==> src/rtl/demux_tdm_sequencer.sv <==
// demux_tdm_sequencer: upstream driver for a 1-to-4 demultiplexer.
// Accepts a 4-bit word over VALID/READY, then serialises it onto D while
// stepping S through channels 0..3, each channel held for HOLD cycles.
// A one-cycle DONE pulse (back in IDLE, READY=1) closes every frame.
// Optional build macro DEMUX_TDM_GAP_EN inserts one D=0 gap cycle between
// consecutive channel slots (break-before-make on the demux outputs).
module demux_tdm_sequencer #(
    parameter int HOLD = 2
) (
    input  logic       CLK,
    input  logic       RST,
    input  logic [3:0] DIN,
    input  logic       VALID,
    output logic       READY,
    output logic       D,
    output logic [1:0] S,
    output logic       BUSY,
    output logic       DONE
);

    // Last value of the 8-bit slot counter within one channel slot.
    localparam logic [7:0] LP_LAST = 8'(HOLD - 1);

    typedef enum logic [1:0] {
        ST_IDLE = 2'd0,
        ST_SLOT = 2'd1
`ifdef DEMUX_TDM_GAP_EN
        ,
        ST_GAP  = 2'd2
`endif
    } state_t;

    state_t     r_state;
    logic [7:0] r_cnt;
    logic [1:0] r_ch;
    logic [3:0] r_word;
    logic       r_ready;
    logic       r_d;
    logic [1:0] r_s;
    logic       r_busy;
    logic       r_done;

    state_t     w_nxt_state;
    logic [7:0] w_nxt_cnt;
    logic [1:0] w_nxt_ch;
    logic [3:0] w_nxt_word;
    logic       w_frame_end;
    logic       w_accept;
    logic       w_slot_end;
    logic       w_nxt_ready;
    logic       w_nxt_d;
    logic [1:0] w_nxt_s;
    logic       w_nxt_busy;
    logic       w_nxt_done;

    // READY is high exactly while in IDLE, so it doubles as the accept gate.
    assign w_accept   = VALID & r_ready;
    assign w_slot_end = (r_cnt == LP_LAST);

    // State register plus registered outputs; reset aborts any frame in flight.
    always_ff @(posedge CLK) begin
        if (RST) begin
            r_state <= ST_IDLE;
            r_cnt   <= 8'd0;
            r_ch    <= 2'd0;
            r_ready <= 1'b1;
            r_d     <= 1'b0;
            r_s     <= 2'd0;
            r_busy  <= 1'b0;
            r_done  <= 1'b0;
        end else begin
            r_state <= w_nxt_state;
            r_cnt   <= w_nxt_cnt;
            r_ch    <= w_nxt_ch;
            r_ready <= w_nxt_ready;
            r_d     <= w_nxt_d;
            r_s     <= w_nxt_s;
            r_busy  <= w_nxt_busy;
            r_done  <= w_nxt_done;
        end
    end

    // Latched word holds only data, so it needs no reset.
    always_ff @(posedge CLK) begin
        r_word <= w_nxt_word;
    end

    // Next-state logic: slot timing, channel stepping and frame termination.
    always_comb begin
        w_nxt_state = r_state;
        w_nxt_cnt   = r_cnt;
        w_nxt_ch    = r_ch;
        w_nxt_word  = r_word;
        w_frame_end = 1'b0;
        case (r_state)
            ST_IDLE: begin
                if (w_accept) begin
                    w_nxt_state = ST_SLOT;
                    w_nxt_cnt   = 8'd0;
                    w_nxt_ch    = 2'd0;
                    w_nxt_word  = DIN;
                end
            end
            ST_SLOT: begin
                if (w_slot_end) begin
                    w_nxt_cnt = 8'd0;
                    if (r_ch == 2'd3) begin
                        w_nxt_state = ST_IDLE;
                        w_nxt_ch    = 2'd0;
                        w_frame_end = 1'b1;
                    end else begin
`ifdef DEMUX_TDM_GAP_EN
                        w_nxt_state = ST_GAP;
`else
                        w_nxt_ch    = r_ch + 2'd1;
`endif
                    end
                end else begin
                    w_nxt_cnt = r_cnt + 8'd1;
                end
            end
`ifdef DEMUX_TDM_GAP_EN
            ST_GAP: begin
                // S keeps the previous channel during the gap; advance on exit.
                w_nxt_state = ST_SLOT;
                w_nxt_cnt   = 8'd0;
                w_nxt_ch    = r_ch + 2'd1;
            end
`endif
            default: begin
                w_nxt_state = ST_IDLE;
                w_nxt_cnt   = 8'd0;
                w_nxt_ch    = 2'd0;
            end
        endcase
    end

    // Output decode from the upcoming state so every output is registered.
    always_comb begin
        w_nxt_ready = (w_nxt_state == ST_IDLE);
        w_nxt_busy  = ~w_nxt_ready;
        w_nxt_s     = w_nxt_ready ? 2'd0 : w_nxt_ch;
        w_nxt_d     = (w_nxt_state == ST_SLOT) ? w_nxt_word[w_nxt_ch] : 1'b0;
        w_nxt_done  = w_frame_end;
    end

    assign READY = r_ready;
    assign D     = r_d;
    assign S     = r_s;
    assign BUSY  = r_busy;
    assign DONE  = r_done;

endmodule

==> config.mk <==
export PLATFORM = sky130hd
export DESIGN_NAME = demux_tdm_sequencer
export DESIGN_NICKNAME = d
export VERILOG_FILES = /design/src/rtl/demux_tdm_sequencer.sv
export SDC_FILE = /design/constraint.sdc
export NUM_CORES = 1
export LEC_CHECK = 0
export BUFFER_PORTS_ARGS = -buffer_cell sky130_fd_sc_hd__buf_2
export CAP_MARGIN = 10
export CORE_MARGIN = 2
export CORE_UTILIZATION = 49
export CTS_BUF_LIST = sky130_fd_sc_hd__clkbuf_8 sky130_fd_sc_hd__clkbuf_16
export CTS_CLUSTER_SIZE = 16
export DETAILED_ROUTE_END_ITERATION = 8
export PLACE_DENSITY = 0.83
export SLEW_MARGIN = 20
export SYNTH_ARGS = -nofsm -noshare
export SYNTH_HDL_FRONTEND = slang
export SYNTH_SLANG_ARGS = --single-unit
==> constraint.sdc <==
create_clock -name CLK -period 2.1 [get_ports CLK]
set_clock_uncertainty 0.05 [all_clocks]
set_input_delay 0.105 -clock CLK [delete_from_list [all_inputs] [get_ports CLK]]
set_output_delay 0.105 -clock CLK [all_outputs]
set_load 0.005 [all_outputs]
== Word level (Yosys, flattened, before mapping) ==
Cells that the tools add are included.

* Flip-flop bits (word level): 22
* Bits of input ports: 7
* Output and inout bits: 6
* Word-level logic and storage cells: 43

* Add/subtract/negate cells: 2
* Order comparisons: 1
* Equality and inequality tests: 5
* Mux-type cells: 16
* Bitwise gates (word level): 5
* Reduce and logical (&&, ||, !) cells: 5

{| class="wikitable"
|+ Operator list
! kind !! count
|-
| $mux W8 || 2
|-
| $pmux W8 S2 || 1
|-
| $mux W2 || 6
|-
| $add A8 B1 Y8 const B || 1
|-
| $eq A8 B1 Y1 const B || 1
|-
| $mux W4 || 2
|-
| $pmux W2 S2 || 2
|-
| $eq A2 B1 Y1 const B || 2
|-
| $logic_not A2 Y1 || 2
|-
| $not A1 Y1 || 4
|-
| $reduce_or A2 Y1 || 2
|-
| $lt A2 B3 Y1 const B || 1
|-
| $reduce_or A3 Y1 || 1
|-
| $add A2 B1 Y2 const B || 1
|-
| $bmux W1 S2 || 1
|-
| $eq A2 B2 Y1 const B || 1
|-
| $mux W1 || 2
|-
| $ne A2 B2 Y1 const B || 1
|-
| $and A1 B1 Y1 || 1
|}

== Longest topological paths before layout ==
* Depth after elaboration: 7
* Mapped depth: 7
* Depth with buffers taken out: 7

== Least setup slack after synthesis ==
OpenSTA, ideal clock, no wires.

* Path type: register to register
* From: register r_cnt[0]
* To: register r_d (netlist: D)
* Library setup time: 70 ps
* Arrival: 1949 ps
* Data required time: 1980 ps
* Path slack: 32 ps
* Cell stages (with the launch flop): 7
* Path buffers: 0
* Clock period less this slack: 2068 ps
* Path through: dfxtp_1 ha_1 or4b_4 o21ai_4 a21boi_2 or4_1 a21oi_1

* Cells in the longest elaborated chain, start to end: 6
* Elaborated cells between the ends (all ways): 10
* Those cells by class: eq/ne (2); mux (6); bitwise (1); reduce/logical (1)

{| class="wikitable"
|+ RTL lines
! element !! RTL line !! text
|-
| from (decl) || 34 || <nowiki>logic [7:0] r_cnt;</nowiki>
|-
| from (signal assigned) || 73 || <nowiki>r_cnt <= w_nxt_cnt;</nowiki>
|-
| $eq A8 B1 Y1 (*) || 58 || <nowiki>assign w_slot_end = (r_cnt == LP_LAST);</nowiki>
|-
| $mux W2 || 105 || <nowiki>if (w_slot_end) begin</nowiki>
|-
| $pmux W2 S2 || 95 || <nowiki>case (r_state)</nowiki>
|-
| $eq A2 B1 Y1 || 143 || <nowiki>w_nxt_d = (w_nxt_state == ST_SLOT) ? w_nxt_word[w_nxt_ch] : 1'b0;</nowiki>
|-
| $not A1 Y1 (no source line) || -- ||
|-
| $reduce_or A2 Y1 (no source line) || -- ||
|-
| to (signal assigned) || 76 || <nowiki>r_d <= w_nxt_d;</nowiki>
|-
| to (decl) || 38 || <nowiki>logic r_d;</nowiki>
|}

Every way passes the cells marked *; elsewhere a longest branch is shown, timed or not. The select of a mux whose other input is x is not followed.
A chain may end at the register's enable or synchronous reset.

== Worst setup path after layout ==
* From: register r_cnt[1]
* To: register r_d (netlist: D)

Same word-level chain as after synthesis.

==> out/metrics.yaml <==
synth-adder-area-share: 0.0384
path_max_fanout: 4
cts_tree: "yes"
portBuffers: 12
status: "finished with violations"
slew_violations: 0
cts_buffers: 3
dr_wl_met3_um: 63
ys_types: 37
place_hpwl_um: 1390
synth-seq-area-share: 0.451
synthSimpleGateAreaFrac: 0.277
irDropWorstVdd_mv: 0.579
reg2reg_depth: 7
cp-end-kind: "register"
grt_pass1_vias: 847
grt_pass1_wl_um: 3380
synth_area_um2: 977
cts_max_path_buffers: 2
wl_met1_um: 802
overflow: 0
critPathArrivalTime_ps: 2260
syn_area_per_cell_um2: 9.22
violations: "negative setup slack"
synth_nets: 116
top_layer: "met4"
ys_ff_latch: 22
fmax_mhz: 475
first_pass_iters: 4
muxShareOfSynthArea: 0.0461
synth_xor_area_frac: 0.0269
setup_viol: 1
drc: 0
clkTransAtPathRegs_ps: 80
holdPathStages: 2
synthCells: 106
critPathKind: "register to register"
hold_viol: 0
grt_max_degree: 14
fin_area_um2: 1220
clockRootBuffer: "clkbuf_8"
die_area_um2: 2370
holdWs_ps: 36.6
layout.nets: 141
grt_use_total: 0.182
gp_congestion: 0.946
vias: 863
dr.first_iter.drc_count: 17
antennaDiodeCount: 0
power.leakage_nw: 0.500
fin_crit_ps: 2110
drive_gt1_frac: 0.300
wl_met2_um: 974
synth_top_family_by_area: "simple AND/OR/NAND/NOR gates"
io_pins: 13
drt_wl_total_um: 1880
setup_ws_ps: -6.27
yosysWarnings: 0
antenna_found_initial: 0
initial_core_util: 0.508
dieHeight_um: 48.7
rsz0062_at_grt: "yes"
worst_skew_pair.late_latency_ps: 260
powerDensity_nw_per_um2: 766
synth_compound_area_frac: 0.142
cts_sinks: 22
area_growth_syn_to_layout_pct: 25.4
cp.required_ps: 2250
startpoint_type: "register"
maxCapViolCount: 0
core_um2: 1920
die_w_um: 48.7
pre_cts_slack_ps: -8.38
ant_nets: 0
vias_per_cell: 5.50
rows: 16
wire_per_inst_um: 12.0
cts_max_level: 1
fin_crit_sh: 1.00
hold_class: "input port to register"
post_dp_cell_area_um2: 1110
critical path, stage by stage (launching register included):
cell,delay [ps]
dfxtp_2,340
inv_2,60
ha_4,110
or4b_4,450
o211ai_1,220
a31oi_1,110
or4_1,560
a21oi_2,150
metrics by stage:
stage / setup TNS, ps / std cells / utilization / power [mW]
after detailed placement: -8.38 / 150 / 0.579 / 0.562
after global routing: -118 / 157 / 0.637 / 0.985
after CTS: 0 / 156 / 0.624 / 0.948
after global placement: 0 / 150 / 0.579 / 0.557
after floorplan: 0 / 106 / - / 0.526
final: -6.27 / 157 / 0.637 / 0.938
cells in the mapped netlist, drive strengths merged:
cell type | number | area, µm²
dfxtp | 22 | 440
nor2 | 14 | 52.6
nor3 | 7 | 35.0
a21oi | 6 | 30.0
nand2 | 6 | 22.5
nand3 | 5 | 25.0
mux2 | 4 | 45.0
ha | 3 | 37.5
inv | 3 | 11.3
o21ai | 3 | 26.3
or3 | 3 | 18.8
a21boi | 2 | 18.8
a31oi | 2 | 12.5
nand2b | 2 | 12.5
nor3b | 2 | 15.0
nor4 | 2 | 12.5
xor2 | 2 | 17.5
a211o | 1 | 8.76
a211oi | 1 | 7.51
a311oi | 1 | 8.76
a31o | 1 | 8.76
and2 | 1 | 6.26
and3 | 1 | 6.26
and4 | 1 | 8.76
and4bb | 1 | 12.5
clkbuf | 1 | 3.75
conb | 1 | 3.75
nand4 | 1 | 6.26
nor2b | 1 | 6.26
nor4b | 1 | 8.76
o211a | 1 | 10.0
o211ai | 1 | 7.51
or4 | 1 | 7.51
or4b | 1 | 13.8
xnor2 | 1 | 8.76
kinds of logic after synthesis:
| logic type | count (synthesis) |
|---|---|
| and+or+nand+nor | 50 |
| DFF | 22 |
| AOI/OAI and AO/OA | 19 |
| muxes | 4 |
| buffers and inverters | 4 |
| adders and majority gates | 3 |
| xor gates and xnor gates | 3 |
| other | 1 |
state kept, by name, indices dropped and copies added (netlist names), 2 cells and up:
register / flops
S: 2
r_ch: 2
r_cnt: 8
r_state: 2
r_word: 4
metal layers:
layer / up-vias / track usage
li1: 435 / -
met1: 402 / 0.202
met2: 20 / 0.320
met3: 6 / 0.0185
met4: 0 / 0.138
met5: - / 0
cells in the final DEF (no fill, tap or decap), types with 3 or more instances in the layout:
cell      count
buf_4         9
mux2_2        4
buf_2        12
a21oi_1       5
nand3_1       5
nor2_1       14
nand2_1       6
nor3_1        7
clkbuf_8      3
dfxtp_1      20
or3_1         3
path summary, 6_finish.rpt:
kind                                start        end  slack [ps]
worst max-delay path             r_cnt[1]          D          -6
worst min-delay path               DIN[0]  r_word[0]          40
worst max register to register   r_cnt[1]          D          -6
worst min register to register  r_word[0]  r_word[0]         430
where the power goes:
group | internal (mW) | switching (mW) | total (mW) | leakage, nW
logic | 0.0512 | 0.0491 | 0.100 | 0.284
clock network | 0.254 | 0.129 | 0.383 | 0.0357
registers | 0.445 | 0.0104 | 0.455 | 0.181
final cells by class:
type                            count  area [µm²]
Fill cell                         154         697
Multi-Input combinational cell     80         538
Sequential cell                    22         443
Timing Repair Buffer               21         128
Clock buffer                        3        41.3
Tap cell                           27        33.8
Clock inverter                      1        30.0
Inverter                            3        11.3
what timing repair did:
item	CTS	global route
setup endpoints to repair	1	1
pin swaps	2	4
hold buffers	0	0
setup buffers	2	1
resized for setup	0	6
endpoints found under the hold margin	0	0
Note: power is estimated with default switching activity, not from simulation.
